===== config.mk =====
export PLATFORM = sky130hd
export DESIGN_NAME = event_writeback_cmd_gen_flat
export DESIGN_NICKNAME = d
export VERILOG_FILES = /design/src/rtl/event_pkg.sv /design/src/rtl/event_writeback_cmd_gen_if.sv /design/src/rtl/event_tag_fifo.sv /design/src/rtl/event_writeback_cmd_gen.sv /design/src/flat_wrapper.sv
export SDC_FILE = /design/constraint.sdc
export NUM_CORES = 1
export LEC_CHECK = 0
export ABC_CLOCK_PERIOD_IN_PS = 8600
export CAP_MARGIN = 40
export CORE_MARGIN = 2
export CORE_UTILIZATION = 30
export DETAILED_ROUTE_END_ITERATION = 10
export SYNTH_ARGS = -nofsm -noshare
export SYNTH_HDL_FRONTEND = slang
export SYNTH_SLANG_ARGS = --single-unit

===== constraint.sdc =====
create_clock -name memclk -period 8.6 [get_ports memclk]
set_input_delay 0.86 -clock memclk [delete_from_list [all_inputs] [get_ports memclk]]
set_output_delay 0.86 -clock memclk [all_outputs]
set_load 0.02 [all_outputs]

===== src/rtl/event_pkg.sv =====
// Shared constants and field layouts for the S2MM write-command path:
// command word, status word, error byte and the 24-bit completion word.
package event_pkg;

    localparam logic [18:0] START_OFFSET = 19'h03E00;
    localparam logic [18:0] BTT          = 19'd459008;
    localparam logic [22:0] CMD_BTT      = {4'b0000, BTT};

    localparam int IDX_W   = 13;
    localparam int TAG_W   = 4;
    localparam int ENTRY_W = IDX_W + TAG_W;

    localparam int CMD_W        = 72;
    localparam int CMD_TAG_LSB  = 64;
    localparam int CMD_ADDR_LSB = 32;
    localparam int CMD_DRR_BIT  = 31;
    localparam int CMD_EOF_BIT  = 30;
    localparam int CMD_DSA_LSB  = 24;
    localparam int CMD_TYPE_BIT = 23;
    localparam int CMD_BTT_LSB  = 0;

    localparam int CMPL_W       = 24;
    localparam int CMPL_IDX_LSB = 8;
    localparam int CMPL_IDX_W   = 13;

    localparam int STS_OKAY_BIT   = 7;
    localparam int STS_SLVERR_BIT = 6;
    localparam int STS_DECERR_BIT = 5;
    localparam int STS_INTERR_BIT = 4;
    localparam int STS_TAG_LSB    = 0;

    localparam int ERR_NOTOKAY_BIT = 7;
    localparam int ERR_SLVERR_BIT  = 6;
    localparam int ERR_DECERR_BIT  = 5;
    localparam int ERR_INTERR_BIT  = 4;
    localparam int ERR_TAGMIS_BIT  = 3;

    // Every event lands at the same offset of its own 512 KiB buffer.
    function automatic logic [CMD_W-1:0] build_cmd(input logic [IDX_W-1:0] index,
                                                   input logic [TAG_W-1:0] tag);
        logic [CMD_W-1:0] cmd;
        cmd                           = '0;
        cmd[CMD_TAG_LSB +: TAG_W]     = tag;
        cmd[CMD_ADDR_LSB +: 32]       = {index, START_OFFSET};
        cmd[CMD_DRR_BIT]              = 1'b0;
        cmd[CMD_EOF_BIT]              = 1'b1;
        cmd[CMD_DSA_LSB +: 6]         = 6'd0;
        cmd[CMD_TYPE_BIT]             = 1'b1;
        cmd[CMD_BTT_LSB +: 23]        = CMD_BTT;
        return cmd;
    endfunction

    function automatic logic [7:0] status_err(input logic [7:0] sts,
                                              input logic [TAG_W-1:0] tag);
        logic [7:0] err;
        err                  = 8'd0;
        err[ERR_NOTOKAY_BIT] = !sts[STS_OKAY_BIT];
        err[ERR_SLVERR_BIT]  = sts[STS_SLVERR_BIT];
        err[ERR_DECERR_BIT]  = sts[STS_DECERR_BIT];
        err[ERR_INTERR_BIT]  = sts[STS_INTERR_BIT];
        err[ERR_TAGMIS_BIT]  = (sts[STS_TAG_LSB +: TAG_W] != tag);
        return err;
    endfunction

endpackage


===== src/rtl/event_writeback_cmd_gen_if.sv =====
// Stream bundle of the write-command generator: index requests in, S2MM commands out,
// S2MM status in, completions out. The master modport is the generator's view.
interface event_writeback_cmd_gen_if;
    import event_pkg::*;

    logic [IDX_W-1:0]  s_req_tdata;
    logic              s_req_tvalid;
    logic              s_req_tready;
    logic [CMD_W-1:0]  m_cmd_tdata;
    logic              m_cmd_tvalid;
    logic              m_cmd_tready;
    logic [7:0]        s_sts_tdata;
    logic              s_sts_tvalid;
    logic              s_sts_tready;
    logic [CMPL_W-1:0] m_cmpl_tdata;
    logic              m_cmpl_tvalid;
    logic              m_cmpl_tready;

    modport master (
        input  s_req_tdata, s_req_tvalid,
        output s_req_tready,
        output m_cmd_tdata, m_cmd_tvalid,
        input  m_cmd_tready,
        input  s_sts_tdata, s_sts_tvalid,
        output s_sts_tready,
        output m_cmpl_tdata, m_cmpl_tvalid,
        input  m_cmpl_tready
    );

    modport slave (
        output s_req_tdata, s_req_tvalid,
        input  s_req_tready,
        input  m_cmd_tdata, m_cmd_tvalid,
        output m_cmd_tready,
        output s_sts_tdata, s_sts_tvalid,
        input  s_sts_tready,
        input  m_cmpl_tdata, m_cmpl_tvalid,
        output m_cmpl_tready
    );
endinterface


===== src/rtl/event_tag_fifo.sv =====
// In-order tracking FIFO of {index, tag} for commands issued but not yet completed.
// The occupancy count doubles as the outstanding-command counter.
module event_tag_fifo
    import event_pkg::*;
#(
    parameter int DEPTH = 4
) (
    input  logic               memclk,
    input  logic               memrst,
    input  logic               push,
    input  logic [ENTRY_W-1:0] push_data,
    input  logic               pop,
    output logic [ENTRY_W-1:0] pop_data,
    output logic               full,
    output logic               empty,
    output logic [4:0]         count
);
    localparam int             PW   = (DEPTH > 1) ? $clog2(DEPTH) : 1;
    localparam logic [PW-1:0]  LAST = PW'(DEPTH - 1);

    logic [ENTRY_W-1:0] mem [DEPTH];
    logic [PW-1:0]      wr_ptr;
    logic [PW-1:0]      rd_ptr;
    logic               do_push;
    logic               do_pop;

    assign full     = (count == 5'(DEPTH));
    assign empty    = (count == 5'd0);
    assign do_push  = push && !full;
    assign do_pop   = pop && !empty;
    assign pop_data = mem[rd_ptr];

    always_ff @(posedge memclk or posedge memrst) begin
        if (memrst) begin
            wr_ptr <= '0;
            rd_ptr <= '0;
            count  <= 5'd0;
        end else begin
            if (do_push) wr_ptr <= (wr_ptr == LAST) ? '0 : wr_ptr + PW'(1);
            if (do_pop)  rd_ptr <= (rd_ptr == LAST) ? '0 : rd_ptr + PW'(1);
            if (do_push && !do_pop)      count <= count + 5'd1;
            else if (do_pop && !do_push) count <= count - 5'd1;
        end
    end

    // Storage needs no reset: an empty FIFO is defined by the pointers alone.
    always_ff @(posedge memclk) begin
        if (do_push) mem[wr_ptr] <= push_data;
    end

endmodule


===== src/rtl/event_writeback_cmd_gen.sv =====
// S2MM write-command generator: buffer index -> DataMover command, S2MM status -> completion.
// Optional cmd/err counters are compiled in when EVENT_WRITEBACK_STATS_EN is defined.
module event_writeback_cmd_gen
    import event_pkg::*;
#(
    parameter int MAX_OUTSTANDING = 4
) (
    input  logic                      memclk,
    input  logic                      memrst,
    event_writeback_cmd_gen_if.master bus,
    output logic [4:0]                outstanding_o,
    output logic                      any_err_o
`ifdef EVENT_WRITEBACK_STATS_EN
    ,
    output logic [31:0]               cmd_count_o,
    output logic [15:0]               err_count_o
`endif
);
    logic               fifo_full;
    logic               fifo_empty;
    logic [4:0]         fifo_count;
    logic [ENTRY_W-1:0] head;
    logic [IDX_W-1:0]   head_idx;
    logic [TAG_W-1:0]   head_tag;
    logic [TAG_W-1:0]   tag_cnt;
    logic               cmd_valid;
    logic [CMD_W-1:0]   cmd_data;
    logic               cmpl_valid;
    logic [CMPL_W-1:0]  cmpl_data;
    logic [CMPL_W-1:0]  cmpl_next;
    logic [7:0]         err_byte;
    logic               req_fire;
    logic               cmd_fire;
    logic               sts_fire;
    logic               sts_pop;
    logic               sts_spurious;
    logic               err_event;

    assign head_idx = head[ENTRY_W-1:TAG_W];
    assign head_tag = head[TAG_W-1:0];

    // One command register: a new request waits until the previous command is taken.
    assign bus.s_req_tready  = !memrst && !cmd_valid && !fifo_full;
    assign bus.s_sts_tready  = !memrst && (!cmpl_valid || bus.m_cmpl_tready);
    assign bus.m_cmd_tvalid  = cmd_valid;
    assign bus.m_cmd_tdata   = cmd_data;
    assign bus.m_cmpl_tvalid = cmpl_valid;
    assign bus.m_cmpl_tdata  = cmpl_data;

    assign req_fire     = bus.s_req_tvalid && bus.s_req_tready;
    assign cmd_fire     = cmd_valid && bus.m_cmd_tready;
    assign sts_fire     = bus.s_sts_tvalid && bus.s_sts_tready;
    assign sts_pop      = sts_fire && !fifo_empty;
    assign sts_spurious = sts_fire && fifo_empty;
    assign err_byte     = status_err(bus.s_sts_tdata, head_tag);
    assign err_event    = sts_spurious || (sts_pop && (err_byte != 8'd0));

    assign outstanding_o = fifo_count;

    event_tag_fifo #(
        .DEPTH (MAX_OUTSTANDING)
    ) u_tag_fifo (
        .memclk    (memclk),
        .memrst    (memrst),
        .push      (req_fire),
        .push_data ({bus.s_req_tdata, tag_cnt}),
        .pop       (sts_pop),
        .pop_data  (head),
        .full      (fifo_full),
        .empty     (fifo_empty),
        .count     (fifo_count)
    );

    always_comb begin
        cmpl_next                                = '0;
        cmpl_next[CMPL_IDX_LSB +: CMPL_IDX_W]    = head_idx;
        cmpl_next[7:0]                           = err_byte;
    end

    always_ff @(posedge memclk or posedge memrst) begin
        if (memrst) begin
            cmd_valid <= 1'b0;
            cmd_data  <= '0;
            tag_cnt   <= '0;
        end else if (req_fire) begin
            cmd_valid <= 1'b1;
            cmd_data  <= build_cmd(bus.s_req_tdata, tag_cnt);
            tag_cnt   <= tag_cnt + 4'd1;
        end else if (cmd_fire) begin
            cmd_valid <= 1'b0;
        end
    end

    // A status can only be accepted when the completion register is free or draining this cycle.
    always_ff @(posedge memclk or posedge memrst) begin
        if (memrst) begin
            cmpl_valid <= 1'b0;
            cmpl_data  <= '0;
            any_err_o  <= 1'b0;
        end else begin
            if (sts_pop) begin
                cmpl_valid <= 1'b1;
                cmpl_data  <= cmpl_next;
            end else if (bus.m_cmpl_tready) begin
                cmpl_valid <= 1'b0;
            end
            if (err_event) any_err_o <= 1'b1;
        end
    end

`ifdef EVENT_WRITEBACK_STATS_EN
    always_ff @(posedge memclk or posedge memrst) begin
        if (memrst) begin
            cmd_count_o <= 32'd0;
            err_count_o <= 16'd0;
        end else begin
            if (cmd_fire)  cmd_count_o <= cmd_count_o + 32'd1;
            if (err_event) err_count_o <= err_count_o + 16'd1;
        end
    end
`endif

endmodule


===== src/flat_wrapper.sv =====
// flat-port wrapper written by rule: the top's interface ports become plain ports
module event_writeback_cmd_gen_flat import event_pkg::*;
#(
    parameter int MAX_OUTSTANDING = 4
)
  (memclk, memrst, outstanding_o, any_err_o, bus_s_req_tdata, bus_s_req_tvalid, bus_s_req_tready, bus_m_cmd_tdata, bus_m_cmd_tvalid, bus_m_cmd_tready, bus_s_sts_tdata, bus_s_sts_tvalid, bus_s_sts_tready, bus_m_cmpl_tdata, bus_m_cmpl_tvalid, bus_m_cmpl_tready);
  event_writeback_cmd_gen_if bus_i ();
  input  logic memclk;
  input  logic memrst;
  output logic [4:0] outstanding_o;
  output logic any_err_o;
  input wire logic [$bits(bus_i.s_req_tdata)-1:0] bus_s_req_tdata;
  input wire logic [$bits(bus_i.s_req_tvalid)-1:0] bus_s_req_tvalid;
  output wire logic [$bits(bus_i.s_req_tready)-1:0] bus_s_req_tready;
  output wire logic [$bits(bus_i.m_cmd_tdata)-1:0] bus_m_cmd_tdata;
  output wire logic [$bits(bus_i.m_cmd_tvalid)-1:0] bus_m_cmd_tvalid;
  input wire logic [$bits(bus_i.m_cmd_tready)-1:0] bus_m_cmd_tready;
  input wire logic [$bits(bus_i.s_sts_tdata)-1:0] bus_s_sts_tdata;
  input wire logic [$bits(bus_i.s_sts_tvalid)-1:0] bus_s_sts_tvalid;
  output wire logic [$bits(bus_i.s_sts_tready)-1:0] bus_s_sts_tready;
  output wire logic [$bits(bus_i.m_cmpl_tdata)-1:0] bus_m_cmpl_tdata;
  output wire logic [$bits(bus_i.m_cmpl_tvalid)-1:0] bus_m_cmpl_tvalid;
  input wire logic [$bits(bus_i.m_cmpl_tready)-1:0] bus_m_cmpl_tready;
  assign bus_i.s_req_tdata = bus_s_req_tdata;
  assign bus_i.s_req_tvalid = bus_s_req_tvalid;
  assign bus_s_req_tready = bus_i.s_req_tready;
  assign bus_m_cmd_tdata = bus_i.m_cmd_tdata;
  assign bus_m_cmd_tvalid = bus_i.m_cmd_tvalid;
  assign bus_i.m_cmd_tready = bus_m_cmd_tready;
  assign bus_i.s_sts_tdata = bus_s_sts_tdata;
  assign bus_i.s_sts_tvalid = bus_s_sts_tvalid;
  assign bus_s_sts_tready = bus_i.s_sts_tready;
  assign bus_m_cmpl_tdata = bus_i.m_cmpl_tdata;
  assign bus_m_cmpl_tvalid = bus_i.m_cmpl_tvalid;
  assign bus_i.m_cmpl_tready = bus_m_cmpl_tready;
  event_writeback_cmd_gen #(.MAX_OUTSTANDING(MAX_OUTSTANDING)) u_core (.memclk(memclk), .memrst(memrst), .bus(bus_i), .outstanding_o(outstanding_o), .any_err_o(any_err_o));
endmodule

# Yosys cells after proc, flatten, opt, wreduce, memory -nomap -nowiden

Memories as Yosys holds them, arrays and structs flattened.
Cells that the tools add are included.

Add/subtract/negate cells: 5
Eq/ne operators: 4
Muxes and demuxes: 10
Reductions and logical operators: 28

Operators with widths:

| operator                                          | count |
|---|---|
| logical AND 1 bit                                 | 13 |
| 2-to-1 mux 5 bit                                  | 2 |
| logical NOT 1 bit                                 | 8 |
| nonzero test 8 bit                                | 1 |
| 2-to-1 mux 1 bit                                  | 6 |
| nonzero test 2 bit                                | 3 |
| adder 5 x 1 -> 5 bit (second input constant)      | 1 |
| == test 5 x 3 -> 1 bit (second input constant)    | 1 |
| logical NOT 5 bit                                 | 1 |
| subtractor 5 x 1 -> 5 bit (second input constant) | 1 |
| adder 2 x 1 -> 2 bit (second input constant)      | 2 |
| adder 4 x 1 -> 4 bit (second input constant)      | 1 |
| == test 2 bit (second input constant)             | 2 |
| 2-to-1 mux 2 bit                                  | 2 |
| inequality test 4 bit                             | 1 |
| logical OR 1 bit                                  | 2 |

Flip-flop bits (word level): 62
Memory bits (writable): 68
Bits of input ports: 27
Memories: 1

Memories:

| name                  | depth | width | read ports | clocked after memory_dff | wr ports | RTL line             | RTL |
|---|---|---|---|---|---|---|---|
| u_core.u_tag_fifo.mem | 4     | 17    | 1          | 0                        | 1        | event_tag_fifo.sv:21 | `logic [ENTRY_W-1:0] mem [DEPTH];` |

# Longest topological paths before layout

Gate-level depths: netlist of run 1.

Depth after elaboration: 9
Gate-level depth with buffers: 13

# Hierarchy

A second synthesis of run 1 with hierarchy kept.

Cell total of the unflattened synthesis: 322
Area, all modules: 5,275.1 µm²

By module, submodules not included:

| module                  | instances | cells each | area each (µm²) | seq. area each (µm²) |
|---|---|---|---|---|
| event_tag_fifo          | 1         | 150        | 3,085.5         | 2,267.2 |
| event_writeback_cmd_gen | 1         | 172        | 2,189.6         | 1,076.0 |

# Worst setup path before layout of run 1

Ideal clock, no wire load.

Path kind: input port to flip-flop
Start: in memrst
End: reg u_core.u_tag_fifo.count[4]
Setup time: 131 ps
Arrival: 3,957 ps
Path slack: 4,512 ps
Cell stages on the path: 12
Path buffers: 1
Cell sequence: inv_1 o21a_1 nand3_2 buf_4 ha_1 inv_1 ha_1 a21o_1 a21oi_1 xnor2_1 nor2_1 xor2_1

Word-level cells in the longest chain between the ends: 8
Elaborated cells between the ends (all ways): 15

RTL lines:

| element                                                       | RTL line                      | RTL |
|---|---|---|
| start, declared                                               | flat_wrapper.sv:9             | `input logic memrst;` |
| logical NOT 1 bit *                                           | event_writeback_cmd_gen.sv:44 | `assign bus.s_sts_tready = !memrst && (!cmpl_valid \|\| bus.m_cmpl_tready);` |
| logical AND 1 bit *                                           | event_writeback_cmd_gen.sv:44 |  |
| net bus_s_sts_tready                                          | flat_wrapper.sv:20            | `output wire logic [$bits(bus_i.s_sts_tready)-1:0] bus_s_sts_tready;` |
| logical AND 1 bit *                                           | event_writeback_cmd_gen.sv:52 | `assign sts_fire = bus.s_sts_tvalid && bus.s_sts_tready;` |
| logical AND 1 bit *                                           | event_writeback_cmd_gen.sv:53 | `assign sts_pop = sts_fire && !fifo_empty;` |
| logical AND 1 bit *                                           | event_tag_fifo.sv:30          | `assign do_pop = pop && !empty;` |
| logical NOT 1 bit                                             | event_tag_fifo.sv:41          | `if (do_push && !do_pop) count <= count + 5'd1;` |
| logical AND 1 bit                                             | event_tag_fifo.sv:41          |  |
| 2-to-1 mux 5 bit / nonzero test 2 bit (equally long branches) | --                            |  |
| end signal, assigned                                          | event_tag_fifo.sv:41          |  |
| end signal, assigned                                          | event_tag_fifo.sv:42          | `else if (do_pop && !do_push) count <= count - 5'd1;` |
| end, declared                                                 | event_tag_fifo.sv:16          | `output logic [4:0] count` |

The timed path passes the listed nets; every way through them passes the cells marked *.
A chain may end at the register's enable or synchronous reset.

# Worst setup path after layout of run 1

Start: in memrst
End: reg u_core.u_tag_fifo.count[4]

Word-level cells in the longest chain between the ends: 8
Elaborated cells between the ends (all ways): 15

RTL lines:

| element                                                       | RTL line |
|---|---|
| logical NOT 1 bit *                                           | event_writeback_cmd_gen.sv:43, event_writeback_cmd_gen.sv:44 |
| logical AND 1 bit, on equally long branches                   | event_writeback_cmd_gen.sv:44, event_writeback_cmd_gen.sv:43 |
| logical AND 1 bit, on equally long branches                   | event_writeback_cmd_gen.sv:52, event_writeback_cmd_gen.sv:43 |
| logical AND 1 bit, on equally long branches                   | event_writeback_cmd_gen.sv:53, event_writeback_cmd_gen.sv:50 |
| logical AND 1 bit, on equally long branches                   | event_tag_fifo.sv:30, event_tag_fifo.sv:29 |
| logical NOT 1 bit, on equally long branches                   | event_tag_fifo.sv:41, event_tag_fifo.sv:42 |
| logical AND 1 bit, on equally long branches                   | event_tag_fifo.sv:41, event_tag_fifo.sv:42 |
| 2-to-1 mux 5 bit / nonzero test 2 bit (equally long branches) | -- |

Every way passes the cells marked *; elsewhere a longest branch is shown, timed or not.

==> reports/metrics.yaml, run 1 <==
fin_skew_ns: 0.00929
cts_buffers: 17
die_h_um: 135
finalNetCount: 475
dieArea_um2: 18300
synth_cell_types: 30
postSynthAreaPerCell_um2: 14.8
placed_area_um2: 6050
power_frac_seq: 0.412
die_x_um: 135
synthToLayoutAreaGrowth_pct: 26.5
synth.area.top_cells: "edfxtp_1 39%, dfrtp_1 25%, buf_4 9.0%, nand2_1 4.3%, mux2_2 4.1%"
clock_latency_ns: 0.40
fin_area_um2: 6550
slew_viol_final: 0
synth_most_common_cell: "edfxtp_1"
ff2ff_path_depth: 11
fin_ws_ns: 4.49
synth_ff_type: "edfxtp_1"
intPower_mw: 1.46
startpoint_type: "input port"
grt_pass1_vias: 2820
drtPass1Iterations: 4
port_buffers: 82
clk_root_buffer_cell: "clkbuf_16"
post_cts_resized: 0
yosysWarnings: 0
drive_gt1_frac: 0.136
setup_viol: 0
postSynth.asyncResetShare: 0.433
drtIter0Drc: 139
p_sw_mw: 0.649
ir_drop_uv: 156
syn_area_um2: 5180
crit_fanout: 53
worstSetupEndpointType: "flip-flop"
cts_sinks: 120
p_clk_frac: 0.284
drc: 0
row_count: 48
relSlewSlack: 0.424
post-route-period-util: 0.478
ioPinCount: 133
cts_tree: "yes"
synth_top_area_frac: 0.394
antenna_found_initial: 0
netlist_instances: 350
track_usage: 0.114
synth-seq-area-share: 0.645
hpwl_mm: 6.79
synth_top_area_cell: "edfxtp_1"
diodes: 0
cts_buffer_depth: 2
required_ns: 8.88
viasPerCell: 4.12
postCtsHoldBufs: 0
p_comb_frac: 0.305
synth-seq-cells: 120
grt_max_degree: 54
power_per_cell_area_nw_per_um2: 322
finalHoldViolCount: 0
fin_tns_setup_ns: 0
run_status: "finished, final reports clean"
rsz0062_at_grt: "false"
hold_class: "flip-flop to flip-flop"
clk_pin_slew_ns: 0.05
setup.worst_path.class: "input port to flip-flop"
yosys-top-cells-count: "68 x edfxtp_1, 62 x buf_4, 60 x nand2_1"
start_util: 0.303
globalplace.congestion: 0.730
htreeDepth: 4
whs_ns: 0.470
drtAntennaViolNets: 0
maxCapViolCount: 0
finalWorstPathRequiredPeriod_ns: 4.11
routed_wl_mm: 10.0
post-place-ws_ns: 3.97
grt_pass1_wl_mm: 15.4
switching_share: 0.308
hold-path-cell-count: 2
grt-ovfl-total: 0
postCtsSetupBuffers: 0
wl_per_cell_um: 14.9
fmax_ghz: 0.244
vias: 2774
core-area_um2: 17100
cp.arrival_ns: 4.39
p_leak_nw: 2.62
synth_edf_count: 68
worst_slew_pin_slew_ns: 0.864
[path summary, 6_finish.rpt]
kind                                            start                          end  slack, ns
min                        u_core.bus.m_cmd_tdata[61]   u_core.bus.m_cmd_tdata[61]       0.47
max                                            memrst   u_core.u_tag_fifo.count[4]       4.49
min reg2reg                u_core.bus.m_cmd_tdata[61]   u_core.bus.m_cmd_tdata[61]       0.47
max reg2reg                u_core.u_tag_fifo.count[0]   u_core.u_tag_fifo.count[4]       5.35
min in group asynchronous                      memrst   u_core.u_tag_fifo.count[4]       1.04
max in group asynchronous                      memrst  u_core.bus.m_cmpl_tdata[11]       7.09
[through the flow]
stage / cells / utilization / total power, mW
2_1_floorplan: 399 / - / 1.26
3_3_place_gp: 638 / 0.349 / 1.50
3_5_place_dp: 643 / 0.353 / 1.54
4_1_cts: 674 / 0.383 / 2.14
5_1_grt: 674 / 0.383 / 2.23
6_report: 674 / 0.383 / 2.11
[state kept, by name, indices dropped and copies added (netlist names)]
signal	flops
u_core.u_tag_fifo.rd_ptr	2
u_core.bus.m_cmpl_tvalid	1
u_core.tag_cnt	4
u_core.u_tag_fifo.mem	68
u_core.bus.m_cmpl_tdata	18
u_core.any_err_o	1
u_core.u_tag_fifo.count	5
u_core.bus.m_cmd_tvalid	1
u_core.u_tag_fifo.wr_ptr	2
u_core.bus.m_cmd_tdata	18
[final cells by class]
type                            instances  area, µm²
Fill cell                            1583      10600
Sequential cell                       120       3340
Multi-Input combinational cell        201       1480
Timing Repair Buffer                   90        915
Clock buffer                           25        475
Tap cell                              225        282
Clock inverter                          6       28.8
Inverter                                7       26.3
[cell families after synthesis]
logic type / synth area share
compound gates: 0.0179
mux: 0.121
buf+inv: 0.104
fa+ha+maj: 0.0280
xor+xnor: 0.0203
flops: 0.645
simple gates: 0.0628
other cells: 0.000724
[critical path: stages]
cell and delay (ns):
clkdlybuf4s50_1 0.45, inv_2 0.06, buf_4 0.57, o21a_1 0.27, nand3_2 0.53, ha_1 0.47
inv_1 0.15, ha_1 0.29, a21o_1 0.20, a21oi_1 0.19, xnor2_1 0.14, nor2_1 0.06
xor2_1 0.15
[power by group through the flow]
stage          logic (mW)  clock network [mW]  registers, mW
2_1_floorplan       0.334                   0          0.929
3_3_place_gp        0.611                   0          0.889
3_5_place_dp        0.653                   0          0.885
4_1_cts             0.656               0.612          0.874
5_1_grt             0.699               0.637          0.891
6_report            0.644               0.599          0.869
[cells in the final DEF (no fill, tap or decap), types with 7 or more instances in the layout]
master / count
ha_1: 10
o21ai_0: 7
mux4_2: 9
conb_1: 50
clkbuf_16: 17
dfrtp_1: 52
mux4_1: 8
clkdlybuf4s50_1: 82
xnor2_1: 10
mux2_2: 19
nand2_1: 60
edfxtp_1: 68
[per-layer routing]
| layer | share of wire | track usage | wire length, µm | up-vias |
|---|---|---|---|---|
| li1 | - | - | - | 1308 |
| met1 | 0.43 | 0.137 | 4280 | 1365 |
| met2 | 0.50 | 0.186 | 5000 | 90 |
| met3 | 0.064 | 0.0367 | 641 | 11 |
| met4 | 0.013 | 0.0521 | 127 | 0 |
| met5 | 0 | 0 | 0 | - |
Power figures use the tool's default switching activity.
==> run 2: changes to the inputs <==
Settings changed: ABC_CLOCK_PERIOD_IN_PS 8600 to 4200.
Clock period 8.6 ns to 4.2 ns, I/O delays scaled along.
==> run 2 against run 1 <==
  * Power rose by 110%
  * Global-route usage is 0.16 points higher
  * Cell count rose by 0.59%
  * Critical endpoint unchanged
==> reports/metrics.yaml, run 2 (synthesized netlist as in run 1, its figures left out) <==
run_status: "finished, final reports clean"
regMostFlops: "u_core.u_tag_fifo.mem"
drtAntennaViolNets: 0  # unchanged
core-area_um2: 17100  # unchanged
postCtsHoldBufs: 0  # unchanged
routed_wl_mm: 10.2  # +1.3%
ir_drop_uv: 330  # +110%
worstPathCellList: "nor4_1, a211oi_2, nand2_1, inv_1, ha_1, inv_1, ha_1, a21o_1, a21oi_1, xnor2_1, nor2_1, xor2_1"
final_cells: 678  # +0.59%
post-route-period-util: 0.658
ioPinCount: 133  # unchanged
hpwl_mm: 6.73  # -0.92%
final_cell_mix: "82 x clkdlybuf4s50_1, 68 x edfxtp_1, 60 x nand2_1, 52 x dfrtp_1, 50 x conb_1"
hold_class: "flip-flop to flip-flop"
globalplace.congestion: 0.722  # -1.0%
cts_sinks: 120  # unchanged
row_count: 48  # unchanged
die_x_um: 135  # unchanged
maxCapViolCount: 0  # unchanged
wl_per_cell_um: 15.0  # +0.69%
start_util: 0.303  # unchanged
grt-ovfl-total: 0  # unchanged
clk_root_buffer_cell: "clkbuf_16"
synthToLayoutAreaGrowth_pct: 28.8
antenna_found_initial: 1  # +1
vias: 2835  # +2.2%
rsz0062_at_grt: "false"
clock_latency_ns: 0.41  # about the same
cp_slowest_stage_delay_ns: 0.48  # -0.09 ns
whs_ns: 0.473  # +0.00274 ns
fin_ws_ns: 1.44  # -3.06 ns
viasPerCell: 4.18  # +1.6%
worstSetupEndpointType: "flip-flop"
worst_slew_pin_slew_ns: 0.720  # -0.145 ns
cts_tree: "yes"
grt_pass1_wl_mm: 15.3  # -0.63%
startpoint_type: "flip-flop"
p_leak_nw: 2.68  # +2.3%
drive_gt1_frac: 0.153  # +0.0168
post-place-ws_ns: 1.19  # -2.79 ns
postCtsSetupBuffers: 0  # unchanged
clk_pin_slew_ns: 0.05  # about the same
relSlewSlack: 0.520  # +0.0964
fin_skew_ns: 0.00730  # -0.00198 ns
finalWorstPathRequiredPeriod_ns: 2.76
drc: 0  # unchanged
power_per_cell_area_nw_per_um2: 672  # +110%
dp_cells: 645  # +0.31%
die_h_um: 135  # unchanged
p_total_mw: 4.49  # +110%
cts_buffer_depth: 2  # unchanged
grt_max_degree: 53  # -1.9%
slew_viol_final: 0  # unchanged
crit_fanout: 6  # -89%
dieArea_um2: 18300  # unchanged
layout_commonest_cell: "clkdlybuf4s50_1"
finalNetCount: 477  # +0.42%
post_cts_resized: 0  # unchanged
htreeDepth: 4  # unchanged
cp.arrival_ns: 3.06  # -1.33 ns
finalHoldViolCount: 0  # unchanged
fin_tns_setup_ns: 0  # unchanged
placed_area_um2: 6100  # +0.93%
fin_area_um2: 6670  # +1.8%
grt_pass1_vias: 2825  # +0.18%
track_usage: 0.115  # +0.00163
cts_buffers: 17  # unchanged
drtPass1Iterations: 4  # unchanged
setup.worst_path.class: "flip-flop to flip-flop"
fmax_ghz: 0.362
post-route-util: 0.390  # +0.00702
drtIter0Drc: 151  # +8.6%
required_ns: 4.49  # -4.39 ns
port_buffers: 82  # unchanged
largest_reg_flops: 68  # unchanged
setup_viol: 0  # unchanged
slowest_stage: "nor4_1"
-- run 2: cell types whose count changed in the layout (fill, tap and decap cells not counted) --
cell	previous run	this run
buf_8	4	2
bufinv_16	0	2
clkinv_2	2	6
clkinv_1	3	1
clkbuf_1	6	3
diode_2	0	1
buf_6	1	0
buf_4	3	5
buf_16	0	3
-- run 2: critical path: cells and delay by family (launching register included) --
family                     cells  cell delay, ns
xor gates and xnor gates       2            0.27
DFF                            1            0.43
buffers and inverters          2            0.20
AOI/OAI and AO/OA              3            0.58
and+or+nand+nor                3            0.66
adders and majority gates      2            0.51
-- run 2: layout make-up --
type | count | area (µm²)
clock buffers | 22 | 464
multi-input cells | 201 | 1480
diodes | 1 | 2.50
clock inverters | 10 | 101
flip-flops and latches | 120 | 3340
fillers | 1583 | 10400
well taps | 225 | 282
repair buffers | 92 | 971
inverters | 7 | 26.3
-- run 2: power breakdown --
part,internal [mW],switching (mW)
sequential,1.54,0.196
combinational,0.711,0.667
clock,0.893,0.483
-- run 2: routing by layer --
metal	vias to the layer above	GRT usage	part of all wire
met4	0	0.0625	0.021
met5	-	0	0
met2	95	0.194	0.51
met1	1407	0.130	0.40
li1	1315	-	-
met3	18	0.0382	0.063
-- run 2: worst paths after layout --
| check | start | end | slack (ns) | depth (start not counted) |
|---|---|---|---|---|
| max | u_core.u_tag_fifo.count[1] | u_core.u_tag_fifo.count[4] | 1.44 | 12 |
| min | u_core.bus.m_cmd_tdata[59] | u_core.bus.m_cmd_tdata[59] | 0.47 | 2 |
| max reg2reg | u_core.u_tag_fifo.count[1] | u_core.u_tag_fifo.count[4] | 1.44 | 12 |
| min reg2reg | u_core.bus.m_cmd_tdata[59] | u_core.bus.m_cmd_tdata[59] | 0.47 | 2 |
| max in group asynchronous | memrst | u_core.bus.m_cmd_tdata[54] | 3.09 | 3 |
| min in group asynchronous | memrst | u_core.bus.m_cmpl_tdata[7] | 0.62 | 3 |
